**src/rtl/word_buffer_pkg.sv**
```systemverilog
`default_nettype none
// ============================================================================
// Module      : word_buffer_pkg
// Description : Shared constants, status encodings and helpers for the
//               word buffer and the registered data stage it feeds.
// Revision    : 1.0 - initial release
// ============================================================================
package word_buffer_pkg;

   // Defaults shared with the downstream registered stage
   localparam int c_DEFAULT_WIDTH = 8;
   localparam int c_DEFAULT_DEPTH = 4;
   localparam int c_DEFAULT_AW    = 2;

   // Buffer occupancy status
   typedef enum logic [1:0] {
      ST_EMPTY   = 2'd0,
      ST_PARTIAL = 2'd1,
      ST_FULL    = 2'd2
   } state_t;

   // Map an occupancy count onto the status encoding
   function automatic state_t state_from_count(input int cnt, input int depth);
      state_t st;
      if (cnt == 0) begin
         st = ST_EMPTY;
      end else if (cnt == depth) begin
         st = ST_FULL;
      end else begin
         st = ST_PARTIAL;
      end
      return st;
   endfunction

endpackage : word_buffer_pkg
`default_nettype wire

```
**src/rtl/word_buffer_mem.sv**
```systemverilog
`default_nettype none
// ============================================================================
// Module      : word_buffer_mem
// Description : DEPTH x WIDTH storage array, one synchronous write port and
//               one asynchronous read port. Contents are never reset.
// Revision    : 1.0 - initial release
// ============================================================================
module word_buffer_mem
   import word_buffer_pkg::*;
#(
   parameter int WIDTH = c_DEFAULT_WIDTH,
   parameter int DEPTH = c_DEFAULT_DEPTH,
   parameter int AW    = c_DEFAULT_AW
) (
   input  logic             clock,
   input  logic             wr_en,
   input  logic [AW-1:0]    wr_addr,
   input  logic [WIDTH-1:0] wr_data,
   input  logic [AW-1:0]    rd_addr,
   output logic [WIDTH-1:0] rd_data
);

   logic [WIDTH-1:0] r_mem [DEPTH];

   // Write the addressed entry on an accepted push
   always_ff @(posedge clock) begin
      if (wr_en) begin
         r_mem[wr_addr] <= wr_data;
      end
   end

   assign rd_data = r_mem[rd_addr];

endmodule : word_buffer_mem
`default_nettype wire

```
**src/rtl/word_buffer.sv**
```systemverilog
`default_nettype none
// ============================================================================
// Module      : word_buffer
// Description : Small valid/ready buffer feeding a registered data stage with
//               an enable pulse plus data, honouring downstream back-pressure.
//               Storage is always in the path; a pushed word leaves at the
//               earliest on the following edge.
// Revision    : 1.0 - initial release
// ============================================================================
module word_buffer
   import word_buffer_pkg::*;
#(
   parameter int WIDTH = c_DEFAULT_WIDTH,
   parameter int DEPTH = c_DEFAULT_DEPTH,
   parameter int AW    = c_DEFAULT_AW
) (
   input  logic             clock,
   input  logic             reset,
   input  logic             clear,
   input  logic             in_valid,
   input  logic [WIDTH-1:0] in_data,
   output logic             in_ready,
   input  logic             out_ready,
   output logic             out_enable,
   output logic [WIDTH-1:0] out_d,
   output logic [AW:0]      count,
   output logic             overflow
);

   state_t           r_state;
   state_t           w_next_state;
   logic [AW-1:0]    r_wr_ptr;
   logic [AW-1:0]    r_rd_ptr;
   logic [AW:0]      r_count;
   logic [AW:0]      w_next_count;
   logic             w_push;
   logic             w_pop;
   logic [WIDTH-1:0] w_rd_data;
   logic             r_out_enable;
   logic [WIDTH-1:0] r_out_d;
   logic             r_overflow;

   // Ready comes only from registered state, so out_ready never reaches in_ready
   assign in_ready = (r_state != ST_FULL);

   // Clear dominates: no transfer is honoured in a clearing cycle
   assign w_push = in_valid && in_ready && !clear;
   assign w_pop  = (r_state != ST_EMPTY) && out_ready && !clear;

   word_buffer_mem #(
      .WIDTH (WIDTH),
      .DEPTH (DEPTH),
      .AW    (AW)
   ) u_mem (
      .clock   (clock),
      .wr_en   (w_push),
      .wr_addr (r_wr_ptr),
      .wr_data (in_data),
      .rd_addr (r_rd_ptr),
      .rd_data (w_rd_data)
   );

   // Next occupancy and status derived from it
   always_comb begin
      w_next_count = r_count;
      w_next_state = r_state;
      if (clear) begin
         w_next_count = '0;
         w_next_state = ST_EMPTY;
      end else begin
         w_next_count = r_count + {{AW{1'b0}}, w_push} - {{AW{1'b0}}, w_pop};
         w_next_state = state_from_count(int'(w_next_count), DEPTH);
      end
   end

   // Status state register
   always_ff @(posedge clock or negedge reset) begin
      if (!reset) begin
         r_state <= ST_EMPTY;
      end else begin
         r_state <= w_next_state;
      end
   end

   // Pointers and count; pointers wrap naturally at AW bits
   always_ff @(posedge clock or negedge reset) begin
      if (!reset) begin
         r_wr_ptr <= '0;
         r_rd_ptr <= '0;
         r_count  <= '0;
      end else if (clear) begin
         r_wr_ptr <= '0;
         r_rd_ptr <= '0;
         r_count  <= '0;
      end else begin
         if (w_push) begin
            r_wr_ptr <= r_wr_ptr + AW'(1);
         end
         if (w_pop) begin
            r_rd_ptr <= r_rd_ptr + AW'(1);
         end
         r_count <= w_next_count;
      end
   end

   // Output register: one-cycle enable pulse, data held between pulses
   always_ff @(posedge clock or negedge reset) begin
      if (!reset) begin
         r_out_enable <= 1'b0;
         r_out_d      <= '0;
      end else if (clear) begin
         r_out_enable <= 1'b0;
         r_out_d      <= '0;
      end else begin
         r_out_enable <= w_pop;
         if (w_pop) begin
            r_out_d <= w_rd_data;
         end
      end
   end

   // Sticky flag for words dropped while not ready
   always_ff @(posedge clock or negedge reset) begin
      if (!reset) begin
         r_overflow <= 1'b0;
      end else if (clear) begin
         r_overflow <= 1'b0;
      end else if (in_valid && !in_ready) begin
         r_overflow <= 1'b1;
      end
   end

   assign out_enable = r_out_enable;
   assign out_d      = r_out_d;
   assign count      = r_count;
   assign overflow   = r_overflow;

endmodule : word_buffer
`default_nettype wire

```
**config.mk**
```make
export PLATFORM = sky130hd
export DESIGN_NAME = word_buffer
export DESIGN_NICKNAME = d
export VERILOG_FILES = /design/src/rtl/word_buffer_pkg.sv /design/src/rtl/word_buffer_mem.sv /design/src/rtl/word_buffer.sv
export SDC_FILE = /design/constraint.sdc
export NUM_CORES = 1
export LEC_CHECK = 0
export BUFFER_PORTS_ARGS = -buffer_cell sky130_fd_sc_hd__clkbuf_2
export CAP_MARGIN = 20
export CORE_UTILIZATION = 50
export DETAILED_ROUTE_END_ITERATION = 16
export PLACE_DENSITY = 0.71
export SLEW_MARGIN = 15
export SYNTH_ARGS = -nofsm -noshare
export SYNTH_HDL_FRONTEND = slang
export SYNTH_SLANG_ARGS = --single-unit
```
**constraint.sdc**
```tcl
create_clock -name clock -period 3.3 [get_ports clock]
set_input_delay 0.165 -clock clock [delete_from_list [all_inputs] [get_ports clock]]
set_output_delay 0.165 -clock clock [all_outputs]
set_load 0.05 [all_outputs]
```
==> qor.csv, run 1 <==
stage,metric,value,unit
cts,"Reg clk slew, reported paths",90,ps
timing,Hold Fails Final Rpt,0,
final_layout,fin util,61.5,%
grt,first-pass GRT wire length,6040,um
detailed_routing,Via density,5.32,
timing,Tcrit/Tclk final,70.8,%
hold_path,Hold Path Depth,1,
detailed_routing,Final ANT Viol Nets,0,
setup_path,CP max FO,5,
setup_path,CP arrival,2530,ps
die,Row Count,22,
power,Worst VDD drop,0.000380,V
die,I/O pins,27,
timing,highest clock rate,428,MHz
setup_path,CP Capture Type,flop,
timing,Slew headroom,59.4,%
synth,Syn Inst Count,132,
final_layout,Area Overhead vs Synth,13.8,%
final_layout,final net count,182,
placement,placed inst area,2220,um^2
setup_path,R2R setup slack,960,ps
grt,gr ovfl total,0,
die,Die X,66.0,um
final_layout,"commonest non-fill, non-tap cell in the layout",edfxtp_1,
cts,clk buf depth,2,
detailed_routing,routed via count,1122,
placement,routability congestion estimate,0.821,
cts,Post-CTS Resized,0,
detailed_routing,Residual DRC,0,
hold_path,Hold Path Sink,u_mem.r_mem[2][2],
cts,number of H-tree levels,2,
die,die area,4360,um^2
placement,IO Port Bufs,26,
setup_path,r2r startpoint,r_state[1],
setup_path,largest stage delay on the critical path,410,ps
cts,Clock Sinks,51,
timing,pins over their slew limit,0,
synth,Post-synth ARST share,37.3,%
synth,Yosys warning count,0,
setup_path,Reg2Reg Capture Point,r_state[1],
job,MaxCap Viol Count,0,
final_layout,Non-Filler Instances,211,
detailed_routing,drt first pass iters,4,
final_layout,share of post-route cells with drive strength above 1,25.8,%
synth,Netlist Area Pre-Place,2050,um^2
final_layout,most frequent cells in the layout,"edfxtp_1, clkbuf_2, dfrtp_1, nand2_1, a21oi_1",
placement,DP Cell Count,202,
die,Die Height,66.0,um
synth,Post-Syn Area per Cell,15.5,um^2
synth,number of synthesized register bits,51,
timing,slew at the pin closest to its max-slew limit,609,ps
cts,CTS Buf Count,5,
timing,Final TNS setup,0,ps
grt,number of global-route vias before repair,1263,
hold_path,hold path start,in_data[2],
setup_path,slowest CP cell,dfrtp_1,
setup_path,Setup crit start kind,flop,
grt,overall routing resource usage,20.0,%
timing,RSZ-0062 raised after global routing,no,
detailed_routing,1st-iter DRT viols,74,
synth,Synth Net Count,152,
die,Starting Density,54.0,%
cts,clock latency on the worst-skew pair,290,ps
cts,root cell of the clock tree,clkbuf_8,
setup_path,Worst Path Required,3490,ps
status,status,"finished, final reports clean",
synth,Post-synth EDFFs,32,
timing,Final Critical Period,2340,ps
placement,Post-DP HPWL,2430,um
final_layout,Final Cell Area,2330,um^2
setup_path,Setup Crit Path Kind,reg -> reg,
hold_path,Hold Crit Class,in -> reg,
setup_path,Most common cell on crit path,inv_1,
power,Leak Pwr,0.939,nW
setup_path,worst-path cell chain,and2b_1 > nor3_2 > inv_1 > ha_1 > inv_1 > ha_1 > inv_1 > fa_1 > xnor3_1 > nor2_1 > and3_1,
power,PD cells,737,nW/um^2
grt,pin count of the biggest net entering global routing,21,
detailed_routing,per-cell routed wire length,16.9,um
grt,initial antenna violation count,0,
synth,Synth cell types,24,
detailed_routing,final WL,3560,um
synth,prevailing post-synth register cell,edfxtp_1,
final_layout,number of diodes,0,
setup_path,worst r2r path cells,11,
timing,clock skew,4.83,ps
die,total core area,3800,um^2
synth,post-synthesis sequential area ratio,70.0,%
timing,final setup fails,0,
cts,CTS tree,done,
power breakdown:
group          internal (mW)  total, mW  leakage [nW]  switching (mW)
Combinational          0.169      0.472         0.337           0.302
Sequential             0.758      0.830         0.549          0.0714
Clock                  0.227      0.419        0.0524           0.192
per-layer routing:
| metal | share of wire [%] | routed length [um] | vias up | GRT usage, % |
|---|---|---|---|---|
| li1 | - | - | 529 | - |
| met1 | 41 | 1480 | 563 | 24.6 |
| met2 | 54 | 1920 | 28 | 34.2 |
| met3 | 4.2 | 148 | 2 | 5.86 |
| met4 | 0.48 | 17 | 0 | 5.59 |
| met5 | 0 | 0 | - | 0 |
cell families (layout without fill, tap and decap cells):
family | Yosys count | after routing | share of synthesized area [%]
AOI/OAI and AO/OA | 17 | 17 | 4.39
muxes | 8 | 8 | 8.79
buffers and inverters | 13 | 44 | 2.93
DFF | 51 | 51 | 70.0
adders and majority gates | 7 | 7 | 4.64
and+or+nand+nor | 33 | 33 | 7.26
xor gates and xnor gates | 3 | 3 | 1.95
through the flow:
| stage | hold WS (ps) | setup slack, ps | power, mW |
|---|---|---|---|
| 2_1_floorplan | -131 | 1050 | 1.20 |
| 3_3_place_gp | 132 | 1040 | 1.30 |
| 3_5_place_dp | 145 | 970 | 1.32 |
| 4_1_cts | 74.4 | 949 | 1.74 |
| 5_1_grt | 73.7 | 754 | 1.81 |
| 6_report | 83.4 | 964 | 1.72 |
cells in the mapped netlist (2+ instances only):
library cell  count  area [um^2]
edfxtp_1         32          961
dfrtp_1          19          475
nand2_1          16         60.1
a21oi_1          12         60.1
inv_1             8         30.0
mux4_2            8          180
nor2_1            8         30.0
ha_1              6         75.1
and2_1            4         25.0
buf_2             3         15.0
nand3_1           2         10.0
o21ai_0           2         10.0
repair_timing:
| action | 4_1_cts | 5_1_grt |
|---|---|---|
| buffers inserted | 0 | 0 |
| endpoints found under the hold margin | 19 | 0 |
| hold buffers | 1 | 0 |
flip-flops by register name (all words and copies together), names as in the netlist:
name and count:
out_d 8, r_rd_ptr 2, r_state 2, overflow 1
out_enable 1, u_mem.r_mem 32, count 3, r_wr_ptr 2
worst max-delay path, delay by kind of cell, from the launching register on:
kind / cells / cell delay, ps
adder cells (fa/ha/maj): 3 / 770
flip-flops: 1 / 410
buffers and inverters: 3 / 160
AND/OR/NAND/NOR: 4 / 680
XOR/XNOR: 1 / 210
area by class of cell:
cell class / instances / area, um^2
fillers: 309 / 1460
flip-flops and latches: 51 / 1440
multi-input cells: 68 / 554
repair buffers: 28 / 148
clock buffers: 7 / 76.3
well taps: 48 / 60.1
clock inverters: 1 / 30.0
inverters: 8 / 30.0
worst max path at each step:
| stage | cells past startpoint | to | start |
|---|---|---|---|
| detailed placement | 11 | r_state[1] | r_state[1] |
| global route | 11 | r_state[1] | r_state[0] |
| CTS | 11 | r_state[1] | r_state[0] |
| global placement | 11 | r_state[1] | r_state[1] |
| floorplan | 10 | r_state[1] | r_state[0] |
| finish | 11 | r_state[1] | r_state[1] |
(Power assumes the default switching activity.)
==> inputs of run 2 (changes only) <==
- PLACE_DENSITY: 0.71 -> 0.73
- clock period: 3.3 -> 2.14 ns (I/O delays scaled with it)
==> run 2 against run 1 <==
Net effect:
- the run now ends with negative setup slack left
- non-clock buffer count up 9
- register-to-register slack worse by 970 ps
- first-iteration DRC count shrank 15%
- fmax rose by 8.7%
- critical path depth did not move
- critical endpoint unchanged
==> qor.csv, run 2 (synthesis results as in run 1) <==
stage,metric,value,unit,change
final_layout,fin util,63.1,%,+1.6 points
detailed_routing,Final ANT Viol Nets,0,,unchanged
grt,initial antenna violation count,0,,unchanged
setup_path,worst-path cell chain,and2b_1 > nor3_2 > inv_1 > ha_1 > inv_1 > ha_1 > inv_1 > fa_2 > xnor3_1 > nor2_2 > and3_1,,
detailed_routing,per-cell routed wire length,14.9,um,-12%
cts,Clock Sinks,51,,unchanged
setup_path,CP Launch Point,r_state[0],,
placement,IO Port Bufs,26,,unchanged
die,Die Height,66.0,um,unchanged
hold_path,Hold Crit Class,in -> reg,,
power,Seq pwr share,48.4,%,+0.2 points
die,Row Count,22,,unchanged
status,status,"complete, but fails checks",,
placement,placed inst area,2270,um^2,+2.2%
detailed_routing,1st-iter DRT viols,63,,-15%
grt,first-pass GRT wire length,5510,um,-8.9%
grt,number of global-route vias before repair,1197,,-5.2%
final_layout,total of fill cells in the finished design,294,,-4.9%
setup_path,CP Capture Type,flop,,
detailed_routing,routed via count,1131,,+0.80%
power,total power,2.62,mW,+52%
detailed_routing,M1 WL,1350,um,-8.6%
final_layout,number of diodes,0,,unchanged
setup_path,Worst Path Required,2340,ps,-1150 ps
cts,number of H-tree levels,2,,unchanged
timing,slew at the pin closest to its max-slew limit,596,ps,-12.7 ps
status,violated checks,negative setup slack,,
setup_path,Setup crit start kind,flop,,
placement,Post-DP HPWL,2380,um,-1.8%
power,Comb power frac,30.8,%,+3.4 points
timing,highest clock rate,465,MHz,+8.7%
final_layout,final net count,191,,+4.9%
timing,final setup fails,1,,+1
detailed_routing,drt first pass iters,5,,+1
timing,Tcrit/Tclk final,100,%,+30 points
grt,overall routing resource usage,18.3,%,-1.7 points
detailed_routing,met3 WL,127,um,-14%
cts,clk buf depth,2,,unchanged
detailed_routing,Residual DRC,0,,unchanged
timing,RSZ-0062 raised after global routing,yes,,
timing,post-route setup slack,-9.16,ps,-973 ps
cts,CTS tree,done,,
final_layout,most frequent cells in the layout,"edfxtp_1, clkbuf_2, dfrtp_1, nand2_1, a21oi_1",,
setup_path,Setup Crit Path Kind,reg -> reg,,
setup_path,largest stage delay on the critical path,360,ps,-50 ps
power,clock network fraction of total power,20.8,%,-3.5 points
setup_path,Most common cell on crit path,inv_1,,
timing,clock skew,13.4,ps,+8.52 ps
power,PD cells,1090,nW/um^2,+48%
die,Die X,66.0,um,unchanged
final_layout,"commonest non-fill, non-tap cell in the layout",edfxtp_1,,
detailed_routing,met2 WL,1730,um,-9.8%
cts,root cell of the clock tree,clkbuf_8,,
cts,CTS Buf Count,5,,unchanged
timing,Slew headroom,60.3,%,+0.84 points
setup_path,CP arrival,2350,ps,-180 ps
cts,clock latency on the worst-skew pair,310,ps,+20 ps
placement,routability congestion estimate,0.818,,-0.39%
grt,gr ovfl total,0,,unchanged
final_layout,Final Cell Area,2400,um^2,+2.7%
hold_path,hold path start,in_data[5],,
grt,pin count of the biggest net entering global routing,20,,-4.8%
die,die area,4360,um^2,unchanged
setup_path,slowest CP cell,dfrtp_1,,
detailed_routing,final WL,3270,um,-8.3%
die,Starting Density,54.0,%,unchanged
final_layout,share of post-route cells with drive strength above 1,32.6,%,+6.8 points
job,MaxCap Viol Count,0,,unchanged
power,Sw Ratio,34.3,%,+1.4 points
timing,pins over their slew limit,0,,unchanged
setup_path,CP max FO,2,,-3
detailed_routing,top sig layer,met4,,
cts,"Reg clk slew, reported paths",100,ps,about the same
timing,Hold Fails Final Rpt,0,,unchanged
power,Leak Pwr,0.981,nW,+4.5%
power,P_int,1.72,mW,+49%
die,I/O pins,27,,unchanged
setup_path,r2r startpoint,r_state[0],,
final_layout,max reg flops,32,,unchanged
detailed_routing,Via density,5.14,,-3.3%
power,Worst VDD drop,0.000486,V,+28%
die,total core area,3800,um^2,unchanged
final_layout,Area Overhead vs Synth,16.9,%,
timing,Final Critical Period,2150,ps,-187 ps
power,NetSw,0.897,mW,+59%
placement,dpl ws,-118,ps,-1090 ps
final_layout,Top reg by flops,u_mem.r_mem,,
-- run 2: cell types whose count changed in the layout (fill, tap and decap cells not counted) --
cell and change:
fa_2 +1, inv_4 +1, o21ai_1 -1, buf_4 +9, o21ai_2 +1, clkbuf_1 -2
nor2_2 +1, clkinv_4 +2, nor2_1 -1, fa_1 -1, bufinv_16 -1
-- run 2: metal layers --
layer / global-route usage, % / vias to the layer above
li1: - / 551
met4: 7.98 / 0
met3: 4.66 / 5
met1: 22.5 / 539
met5: 0 / -
met2: 30.4 / 36
-- run 2: cell type report --
cell class	instances	area, um^2	share of cell area, %
Multi-Input combinational cell	68	563	23.5
Sequential cell	51	1440	59.9
Inverter	8	30.0	1.25
Clock inverter	3	23.8	0.992
Clock buffer	5	68.8	2.87
Tap cell	48	60.1	2.51
Timing Repair Buffer	37	215	8.98
-- run 2: what timing repair did --
item / in CTS / in global routing
resized for setup: 2 / 0
buffers inserted: 3 / 0
hold endpoints to repair: 19 / 0
pin swaps: 1 / 1
setup endpoints to repair: 2 / 4
hold buffers: 1 / 0
-- run 2: per-stage QoR --
stage	hold WS [ps]	instances	setup TNS, ps
final	17.3	220	-9.16
after global routing	11.3	220	-153
after CTS	13.1	220	-80.9
after detailed placement	86.0	208	-118
after global placement	72.7	208	0
after floorplan	-189	132	-33.9
-- run 2: worst paths after layout --
path                                     endpoint  slack [ps]  cells past startpoint
max in group asynchronous             r_wr_ptr[0]        1520                      2
min in group asynchronous             r_rd_ptr[1]         280                      2
worst max-delay path                   r_state[1]          -9                     11
worst min-delay path            u_mem.r_mem[3][5]          20                      1
worst max register to register         r_state[1]          -9                     11
worst min register to register           overflow         510                      2
-- run 2: power by group through the flow --
stage / combinational, mW / clock (mW) / sequential (mW)
floorplan: 0.414 / 0 / 1.45
global placement: 0.752 / 0 / 1.29
detailed placement: 0.775 / 0 / 1.30
CTS: 0.815 / 0.561 / 1.27
global route: 0.892 / 0.598 / 1.29
finish: 0.805 / 0.545 / 1.27
-- run 2: worst max-delay path, delay by kind of cell, from the launching register on --
family	cells	cell delay [ps]
adders and majority gates	3	730
buffers and inverters	3	170
xor gates and xnor gates	1	220
DFF	1	360
and+or+nand+nor	4	580
==> inputs of run 3 (changes only) <==
- SETUP_SLACK_MARGIN: unset -> 0.02
- SYNTH_HIERARCHICAL: unset -> 1
==> run 3 against run 2 <==
Net effect:
- clock power increased by 8.6%
- the run now ends clean
- register-to-register slack improved by 60 ps
- largest cell class unchanged
- critical endpoint unchanged
- hold slack got worse by 17 ps
- worst setup slack improved by 57 ps
- total power increased by 4.1%
- combinational power increased by 6.3%
- largest power group unchanged
==> qor.csv, run 3 <==
stage,metric,value,unit,change
status,status,"finished, final reports clean",,
timing,slew at the pin closest to its max-slew limit,570,ps,-26.3 ps
synth,Yosys warning count,6,,+6
synth,Commonest cells post-synth,"edfxtp_1, dfrtp_1, nand2_1",,
die,die area,4360,um^2,-0.11%
die,Die X,66.0,um,about the same
setup_path,Most common cell on crit path,ha_1,,
placement,dpl ws,8.90,ps,+127 ps
detailed_routing,per-cell routed wire length,16.2,um,+8.8%
cts,clk buf depth,2,,unchanged
final_layout,area of the multi-input gates,576,um^2,+2.2%
final_layout,number of diodes,0,,unchanged
synth,Netlist Area Pre-Place,2050,um^2,-0.12%
setup_path,Worst Path Required,2360,ps,+20 ps
synth,most frequent cell after synthesis,edfxtp_1,,
grt,initial antenna violation count,0,,unchanged
hold_path,hold path start,clear,,
detailed_routing,Residual DRC,0,,unchanged
final_layout,Non-Filler Instances,214,,-2.7%
synth,prevailing post-synth register cell,edfxtp_1,,
setup_path,largest stage delay on the critical path,470,ps,+110 ps
setup_path,worst-path cell chain,nand2b_4 > nand2_2 > or2_1 > ha_1 > inv_1 > ha_1 > fa_2 > nor4_2,,
hold_path,Hold Crit Class,in -> reg,,
die,Die Height,66.0,um,about the same
power,Worst VDD drop,0.000523,V,+7.7%
cts,number of H-tree levels,2,,unchanged
final_layout,final net count,181,,-5.2%
timing,clock skew,11.8,ps,-1.60 ps
setup_path,Setup Crit Path Kind,reg -> reg,,
setup_path,slowest CP cell,fa_2,,
grt,gr ovfl total,0,,unchanged
setup_path,r2r startpoint,r_state[1],,
timing,highest clock rate,478,MHz,+2.7%
synth,Synth cell types,29,,+21%
synth,Syn Inst Count,128,,-3.0%
setup_path,Setup crit start kind,flop,,
cts,clock latency on the worst-skew pair,320,ps,about the same
setup_path,CP Capture Type,flop,,
detailed_routing,drt first pass iters,4,,-1
placement,IO Port Bufs,26,,unchanged
die,I/O pins,27,,unchanged
timing,post-route setup slack,47.9,ps,+57.1 ps
setup_path,worst r2r path cells,8,,-3
hold_path,Hold Path Depth,2,,+1
setup_path,Reg2Reg Capture Point,r_state[1],,
die,total core area,3800,um^2,unchanged
cts,CTS Buf Count,5,,unchanged
placement,DP Cell Count,205,,-1.4%
die,Starting Density,53.9,%,-0.066 points
setup_path,R2R setup slack,50,ps,+60 ps
synth,area share of the largest cell type after synthesis,46.9,%,+0.057 points
setup_path,CP max FO,3,,+1
final_layout,fin util,62.7,%,-0.36 points
timing,final setup fails,0,,-1
timing,Final TNS setup,0,ps,+9.16 ps
setup_path,CP arrival,2310,ps,-40 ps
die,Row Count,22,,unchanged
timing,pins over their slew limit,0,,unchanged
placement,Post-DP HPWL,2410,um,+0.96%
synth,Synth Net Count,144,,-5.3%
detailed_routing,Final ANT Viol Nets,0,,unchanged
timing,Slew headroom,62.0,%,+1.8 points
timing,Hold Fails Final Rpt,0,,unchanged
final_layout,Top reg by flops,u_mem/r_mem,,
final_layout,total of fill cells in the finished design,291,,-1.0%
synth,Post-synth ARST share,37.3,%,unchanged
detailed_routing,1st-iter DRT viols,93,,+48%
power,PD cells,1140,nW/um^2,+4.7%
timing,RSZ-0062 raised after global routing,yes,,
synth,"top cells by area, synth","edfxtp_1, dfrtp_1, mux4_2",,
final_layout,register area,1440,um^2,unchanged
timing,Tcrit/Tclk final,97.8,%,-2.7 points
final_layout,max reg flops,32,,unchanged
synth,dominant cell type by area after synthesis,edfxtp_1,,
job,MaxCap Viol Count,0,,unchanged
grt,pin count of the biggest net entering global routing,21,,+5.0%
synth,Post-Syn Area per Cell,16.0,um^2,+3.0%
synth,Post-synth EDFFs,32,,unchanged
final_layout,"commonest non-fill, non-tap cell in the layout",edfxtp_1,,
final_layout,Area Overhead vs Synth,16.4,%,
detailed_routing,routed via count,1151,,+1.8%
cts,CTS tree,done,,
cts,Clock Sinks,51,,unchanged
cts,"Reg clk slew, reported paths",100,ps,about the same
grt,number of global-route vias before repair,1169,,-2.3%
hold_path,Hold Path Sink,overflow,,
detailed_routing,Via density,5.38,,+4.6%
timing,Final Critical Period,2090,ps,-57.1 ps
grt,first-pass GRT wire length,5580,um,+1.3%
final_layout,share of post-route cells with drive strength above 1,36.1,%,+3.6 points
detailed_routing,final WL,3460,um,+5.8%
grt,overall routing resource usage,18.0,%,-0.22 points
power,Leak Pwr,0.952,nW,-3.0%
final_layout,most frequent cells in the layout,"edfxtp_1, clkbuf_2, dfrtp_1, nand2_1, nor2_1",,
placement,routability congestion estimate,0.736,,-10%
cts,root cell of the clock tree,clkbuf_8,,
synth,post-synthesis sequential area ratio,70.1,%,+0.086 points
synth,number of synthesized register bits,51,,unchanged
## run 3: changes by cell type after synthesis, moves of 2 or more
cell / change
a21oi_1: -4
and2_1: -4
ha_1: -4
inv_1: -4
nor2b_1: +4
and3b_1: +2
mux2_4: +2
nand3_1: -2
o21ai_0: -2
xnor2_1: +2
## run 3: cells by family (layout without fill, tap and decap cells)
logic type	Yosys count	count (layout)	share of synthesized area, %
buf+inv	9	47	2.57
fa+ha+maj	3	3	2.20
mux	10	10	10.3
simple gates	39	39	9.71
xor+xnor	4	4	1.71
flops	51	51	70.1
compound gates	12	12	3.42
## run 3: timing repair
action	CTS	global route
hold buffers	1	0
cloned	0	0
setup buffers	0	0
resized for setup	1	1
setup endpoints to repair	1	3
hold endpoints to repair	19	0
## run 3: worst max-delay path by stage
stage | endpoint | cells after the start | slack (ps) | start
after CTS | r_state[1] | 8 | 30 | r_state[1]
after floorplan | r_state[1] | 8 | -20 | r_state[0]
after detailed placement | r_state[1] | 8 | 9 | r_state[1]
final | r_state[1] | 8 | 50 | r_state[1]
after global routing | r_state[1] | 8 | -6 | r_state[1]
after global placement | r_state[1] | 8 | 150 | r_state[1]
## run 3: per-stage QoR
stage	hold slack, ps	cell area [um^2]	total power [mW]
after CTS	3.03	2380	2.73
after detailed placement	94.3	2260	2.13
final	0.0453	2380	2.73
after global placement	83.4	2260	2.10
after global routing	6.03	2380	2.86
after floorplan	-189	2050	1.91
## run 3: final cells by class
cell class	instances	share of cell area [%]
timing repair buffer	35	8.40
clock inverter	3	1.15
tap	48	2.52
inverter	4	0.630
sequential	51	60.3
clock buffer	5	2.89
multi-input combinational	68	24.1
## run 3: routing by layer
| metal | vias to the layer above | track usage, % | share of wire (%) |
|---|---|---|---|
| met2 | 33 | 29.2 | 50 |
| met1 | 576 | 23.3 | 44 |
| met4 | 0 | 7.71 | 2.3 |
| met3 | 9 | 4.14 | 4.0 |
| li1 | 533 | - | - |
| met5 | - | 0 | 0 |
## run 3: worst max-delay path: cells and delay by family (launching register included)
kind	cells	cell delay (ps)
adder cells (fa/ha/maj)	3	920
AND/OR/NAND/NOR	4	590
flip-flops	1	430
buffers and inverters	1	70
## run 3: report_power, final
part	internal [mW]	switching [mW]
registers	1.17	0.106
clock network	0.243	0.349
logic	0.345	0.511
total	1.76	0.967
